**src/rtl/serdes_pkg.sv**
```systemverilog
// serdes_pkg: shared FSM state type and counter-width helper for the SERDES parallel path.
package serdes_pkg;

    typedef enum logic {
        IDLE = 1'b0,
        SEND = 1'b1
    } ser_state_t;

    // Word-select counter width; a single-word message still needs one bit.
    function automatic int SER_CW(input int n);
        return (n > 1) ? $clog2(n) : 1;
    endfunction

endpackage

```
**src/rtl/serializer_control.sv**
```systemverilog
// serializer_control: two-state FSM and word counter sequencing one message out word by word.
//   clk      : rising-edge clock
//   reset    : asynchronous active-low reset
//   recv_val : upstream message valid
//   send_rdy : downstream accepts current word
//   recv_rdy : block can accept a message (forced low while reset is held)
//   send_val : current word valid
//   load_en  : capture the incoming message this cycle
//   sel      : index of the word being presented
module serializer_control
    import serdes_pkg::*;
#(
    parameter int N_SAMPLES = 4,
    parameter int CW        = SER_CW(N_SAMPLES)
) (
    input  logic          clk,
    input  logic          reset,
    input  logic          recv_val,
    input  logic          send_rdy,
    output logic          recv_rdy,
    output logic          send_val,
    output logic          load_en,
    output logic [CW-1:0] sel
);

    ser_state_t    state, state_n;
    logic [CW-1:0] count, count_n;
    logic          xfer, last;

    always_ff @(posedge clk or negedge reset) begin
        if (!reset) begin
            state <= IDLE;
            count <= '0;
        end else begin
            state <= state_n;
            count <= count_n;
        end
    end

    always_comb begin
        recv_rdy = reset && (state == IDLE);
        send_val = (state == SEND);
        load_en  = recv_val && recv_rdy;
        xfer     = send_val && send_rdy;
        last     = (count == CW'(N_SAMPLES - 1));
        state_n  = load_en ? SEND : (xfer && last) ? IDLE : state;
        count_n  = load_en ? '0 : xfer ? (last ? '0 : count + CW'(1)) : count;
        sel      = count;
    end

endmodule

```
**src/rtl/serializer.sv**
```systemverilog
// serializer: parallel-to-serial converter, one N_SAMPLES-word message out lowest word first.
//   clk      : rising-edge clock
//   reset    : asynchronous active-low reset
//   recv_msg : parallel message, word i at [i*BIT_WIDTH +: BIT_WIDTH]
//   recv_val : recv_msg valid
//   recv_rdy : block can accept a message
//   send_msg : current serial word (zero when not valid)
//   send_val : send_msg valid
//   send_rdy : downstream accepts send_msg
module serializer
    import serdes_pkg::*;
#(
    parameter int BIT_WIDTH = 8,
    parameter int N_SAMPLES = 4
) (
    input  logic                           clk,
    input  logic                           reset,
    input  logic [N_SAMPLES*BIT_WIDTH-1:0] recv_msg,
    input  logic                           recv_val,
    output logic                           recv_rdy,
    output logic [BIT_WIDTH-1:0]           send_msg,
    output logic                           send_val,
    input  logic                           send_rdy
);

    localparam int CW = SER_CW(N_SAMPLES);

    // Packed word view so the select indexes whole words directly.
    logic [N_SAMPLES-1:0][BIT_WIDTH-1:0] msg_reg;
    logic                                load_en;
    logic [CW-1:0]                       sel;

    serializer_control #(
        .N_SAMPLES(N_SAMPLES),
        .CW       (CW)
    ) u_ctrl (
        .clk     (clk),
        .reset   (reset),
        .recv_val(recv_val),
        .send_rdy(send_rdy),
        .recv_rdy(recv_rdy),
        .send_val(send_val),
        .load_en (load_en),
        .sel     (sel)
    );

    always_ff @(posedge clk or negedge reset) begin
        if (!reset)
            msg_reg <= '0;
        else if (load_en)
            msg_reg <= recv_msg;
    end

    always_comb send_msg = send_val ? msg_reg[sel] : '0;

endmodule

```
**config.mk**
```make
export PLATFORM = sky130hd
export DESIGN_NAME = serializer
export DESIGN_NICKNAME = d
export VERILOG_FILES = /design/src/rtl/serdes_pkg.sv /design/src/rtl/serializer_control.sv /design/src/rtl/serializer.sv
export SDC_FILE = /design/constraint.sdc
export NUM_CORES = 1
export LEC_CHECK = 0
export CAP_MARGIN = 10
export CELL_PAD_IN_SITES_DETAIL_PLACEMENT = 1
export CELL_PAD_IN_SITES_GLOBAL_PLACEMENT = 1
export CORE_ASPECT_RATIO = 0.7
export CORE_MARGIN = 2
export CORE_UTILIZATION = 42
export CTS_CLUSTER_DIAMETER = 150
export DETAILED_ROUTE_END_ITERATION = 6
export PLACE_DENSITY = 0.83
export SETUP_SLACK_MARGIN = 0.4
export SLEW_MARGIN = 10
export SYNTH_ARGS = -nofsm -noshare
export SYNTH_HDL_FRONTEND = slang
export SYNTH_SLANG_ARGS = --single-unit
```
**constraint.sdc**
```tcl
create_clock -name clk -period 3.7 [get_ports clk]
set_input_delay 0.74 -clock clk [delete_from_list [all_inputs] [get_ports clk]]
set_output_delay 0.74 -clock clk [all_outputs]
set_load 0.01 [all_outputs]
```
# Word level (Yosys, flattened, before mapping)
# Cells that the tools add are included.
# totals
in_bits	36
elab_cells	24
ff_bits	35
# op_classes
n_reduce_logical	6
n_lt_le_gt_ge	1
muxes	8
add_sub_neg	1
n_bitwise	1
n_eq_ne	1
# ops
cell	n
$bmux W8 S2	1
$mux W8	2
$mux W2	3
$logic_and A1 B1 Y1	4
$reduce_bool A2 Y1	2
$lt A2 B3 Y1 const B	1
$add A2 B1 Y2 const B	1
$eq A2 B2 Y1 const B	1
$mux W1	2
$not A1 Y1	1

# Depth between registers and ports, before layout
# depth
depth_word	4
mapped_depth	4
ltp_nobuf	3

# By module
# From an unflattened synthesis, not the netlist that was laid out.
# unflattened
cells_unflattened	110
area_unflattened_um2	1651.6
# modules_own_cells
mod	instances	area_per_inst_um2	seq_area_each_um2	cells_each
serializer	1	1491.4	800.8	97
serializer_control	1	160.2	75.1	13

# Least setup slack after synthesis
# OpenSTA, ideal clock, no wires.
# synth_path
kind	register -> output
start	reg u_ctrl.count[1] (netlist: u_ctrl.sel[1])
end	out send_msg[4]
path_slack_ps	1819
path_stages_with_launch	5
arrival_time_ps	1141
n_path_buf	2
path_cell_list	dfrtp_1 -> buf_2 -> buf_2 -> mux2i_1 -> o22ai_1
# synth_via
elab_chain_cells	3
# synth_rtl
item	line_no	text
start, declared	serializer_control.sv:27	logic [CW-1:0] count, count_n;
start signal, assigned	serializer_control.sv:36	count <= count_n;
$bmux W8 S2	serializer.sv:54	always_comb send_msg = send_val ? msg_reg[sel] : '0;
$mux W8 (not written as such)	serializer.sv:54	
$mux W8	serializer.sv:54	
end, declared	serializer.sv:21	output logic [BIT_WIDTH-1:0] send_msg,
# No other way between the ends. The select of a mux whose other input is x is not followed.

# Worst setup path in the final report
# layout_path
start	reg u_ctrl.count[1] (netlist: u_ctrl.sel[1])
end	out send_msg[2]
# Same word-level chain as after synthesis.

==> results.py <==
metrics = {
    "status": {
        "status": "complete, no violations",
    },
    "clocking": {
        "clkSinkCount": 35,
        "clockBufferDepth": 2,
        "cts_buffers": 5,
        "cts_resized": 0,
        "clk_pin_slew_ps": 70,
        "h-tree-depth": 2,
        "insertion_delay_ps": 280,
        "postCtsSetupRepairBufs": 0,
        "cts_tree": "yes",
        "root_buffer": "clkbuf_8",
        "cts_hold_buffers": 0,
    },
    "synth": {
        "yosys.area_share.simple_pct": 2.68,
        "synthMuxAreaShare_pct": 36.2,
        "synth_top_family_by_area": "multiplexers",
        "ys_seq_area_share_pct": 50.7,
        "synth_xor_area_share_pct": 0,
        "synth_area_um2": 1730,
        "synthDistinctLibCells": 22,
        "synth-compound-area-share_pct": 5.14,
        "synthCells": 111,
        "synthesis.nets": 148,
        "synth_top_area_cell": "dfrtp_1",
        "ys_ff_latch": 35,
        "synth_fa_ha_area_share_pct": 0.724,
        "synth.area.top_cells": "dfrtp_1 51%, mux2_4 24%, mux2i_1 9.3%, o22ai_1 2.9%, mux2_2 2.6%",
        "synth_top_area_share_pct": 50.7,
        "yosysWarnings": 0,
        "syn_avg_cell_area_um2": 15.6,
    },
    "floorplanning": {
        "dieArea_um2": 4650,
        "core_area_um2": 3950,
        "die_y_um": 57.7,
        "start_util_pct": 43.8,
        "die_w_um": 80.7,
        "io_pins": 46,
        "num_rows": 19,
    },
    "routing": {
        "drt-vias-per-instance": 5.13,
        "drc": 0,
        "ant_nets": 0,
        "drt_iter0_drc": 68,
        "drt-total-wl_mm": 3.67,
        "dr_total_vias": 1082,
        "first_pass_iters": 4,
        "wl_per_cell_um": 17.4,
    },
    "sta": {
        "setup_violations": 0,
        "max_slew_margin_pct": 38.2,
        "slew_viol_final": 0,
        "grt_setup_unrepaired": "no",
        "period_needed_ps": 2950,
        "clock.fmax_mhz": 339,
        "fin_ws_ps": 746,
        "finalCritPeriodShare_pct": 79.8,
        "setup-tns-final_ps": 0,
        "clock_skew_ps": 1.99,
        "timing_hold_violations_final": 0,
        "tightestPinTransition_ps": 927,
    },
    "layout": {
        "num_antenna_cells": 0,
        "nets": 195,
        "largest_reg_flops": 32,
        "fillers": 395,
        "final_layout_size_suffix_gt1_share_pct": 27.7,
        "final_cell_area_um2": 2280,
        "final_common_cell": "clkdlybuf4s50_1",
        "final_cell_mix": "44 x clkdlybuf4s50_1, 35 x dfrtp_1, 28 x mux2_4",
        "syn_to_final_growth_pct": 31.6,
    },
    "worst_hold_path": {
        "hold_path_class": "in2async",
    },
    "global_routing": {
        "gr-usage-all-layers_pct": 18.1,
        "grtUsageMet3_pct": 5.76,
        "antenna_found_initial": 0,
        "grt-ovfl-total": 0,
        "grt_max_degree": 35,
        "gr-usage-met2_pct": 27.5,
        "grt_use_met1_pct": 24.7,
        "grt_pass1_wl_mm": 6.13,
        "top_usage_layer": "met2",
        "grt_pass1_vias": 1220,
    },
    "flow_run": {
        "cap_violations": 0,
    },
    "setup_path": {
        "crit_path_start_kind": "flip-flop",
        "crit_cells": 3,
        "required_ps": 2960,
        "crit_fanout": 18,
        "endpoint_kind": "output port",
        "ff2ff_path_depth": 3,
        "max_stage_delay_ps": 950,
        "path_class": "reg2out",
        "cp_num_buf_inv": 1,
        "slowest_stage": "dfrtp_1",
        "critPathTopFamily": "flip-flops",
        "path_cells": "mux2i_1 > o22ai_1 > clkdlybuf4s50_1",
        "cp.arrival_ps": 2210,
    },
    "pwr": {
        "power_density_nw_per_um2": 811,
        "power_mw": 1.85,
        "vdd_drop_max_mv": 0.337,
        "p_leak_nw": 0.987,
    },
    "placed_design": {
        "io_buffers": 45,
        "placed_area_um2": 2180,
        "dpl.hpwl_mm": 2.64,
        "pre_cts_ws_ps": 1020,
        "gp_congestion": 0.744,
    },
}
==> Yosys cell counts, drive strengths merged <==
master    n
dfrtp    35
mux2     32
mux2i    16
o22ai     8
buf       6
nand2     2
a21bo     1
a21boi    1
a21o      1
a21oi     1
a2bb2oi   1
and2b     1
and3b     1
clkbuf    1
ha        1
nand3     1
nor4bb    1
or2b      1
==> stage by stage <==
| stage | instances | hold WS [ps] | utilization [%] |
|---|---|---|---|
| 6_report | 211 | 351 | 57.7 |
| 5_1_grt | 211 | 349 | 57.7 |
| 4_1_cts | 211 | 355 | 57.7 |
| 3_5_place_dp | 203 | 495 | 55.1 |
| 3_3_place_gp | 203 | 492 | 55.1 |
| 2_1_floorplan | 111 | 444 | - |
==> worst register-to-register path: stages, from the launching register on <==
cell     delay (ps)
dfrtp_1         480
and3b_2         260
buf_4           480
mux2_2          420
==> routing by layer <==
layer  wire length [µm]  share of wire [%]  up-vias
met5                  0                  0        -
met4                 53                1.4        0
met3                230                6.3        6
met2               1700                 46       37
met1               1690                 46      543
li1                   -                  -      496
==> worst paths after layout <==
| check | start | to | slack [ps] |
|---|---|---|---|
| max reg2reg | u_ctrl.send_val | msg_reg[21] | 1950 |
| max | u_ctrl.sel[1] | send_msg[2] | 750 |
| min in group clk | msg_reg[18] | msg_reg[18] | 510 |
| min reg2reg | msg_reg[18] | msg_reg[18] | 510 |
| max in group asynchronous | reset | msg_reg[23] | 2750 |
| min | reset | msg_reg[19] | 350 |
==> cell type report <==
cell class / count / area (µm²) / share of cell area [%]
multi-input cells: 69 / 774 / 34.0
clock buffers: 8 / 100 / 4.40
flip-flops and latches: 35 / 876 / 38.5
repair buffers: 47 / 460 / 20.2
well taps: 52 / 65.1 / 2.86
==> cells by family after synthesis <==
logic type | Yosys count
AOI/OAI and AO/OA | 13
buffers and inverters | 7
and+or+nand+nor | 7
muxes | 48
DFF | 35
adders and majority gates | 1
==> report_power, final <==
group	leakage, nW	internal, mW	switching [mW]
Combinational	0.518	0.537	0.269
Clock	0.0515	0.170	0.131
Sequential	0.417	0.575	0.164
Total	0.987	1.28	0.564
Note: power is estimated with default switching activity, not from simulation.
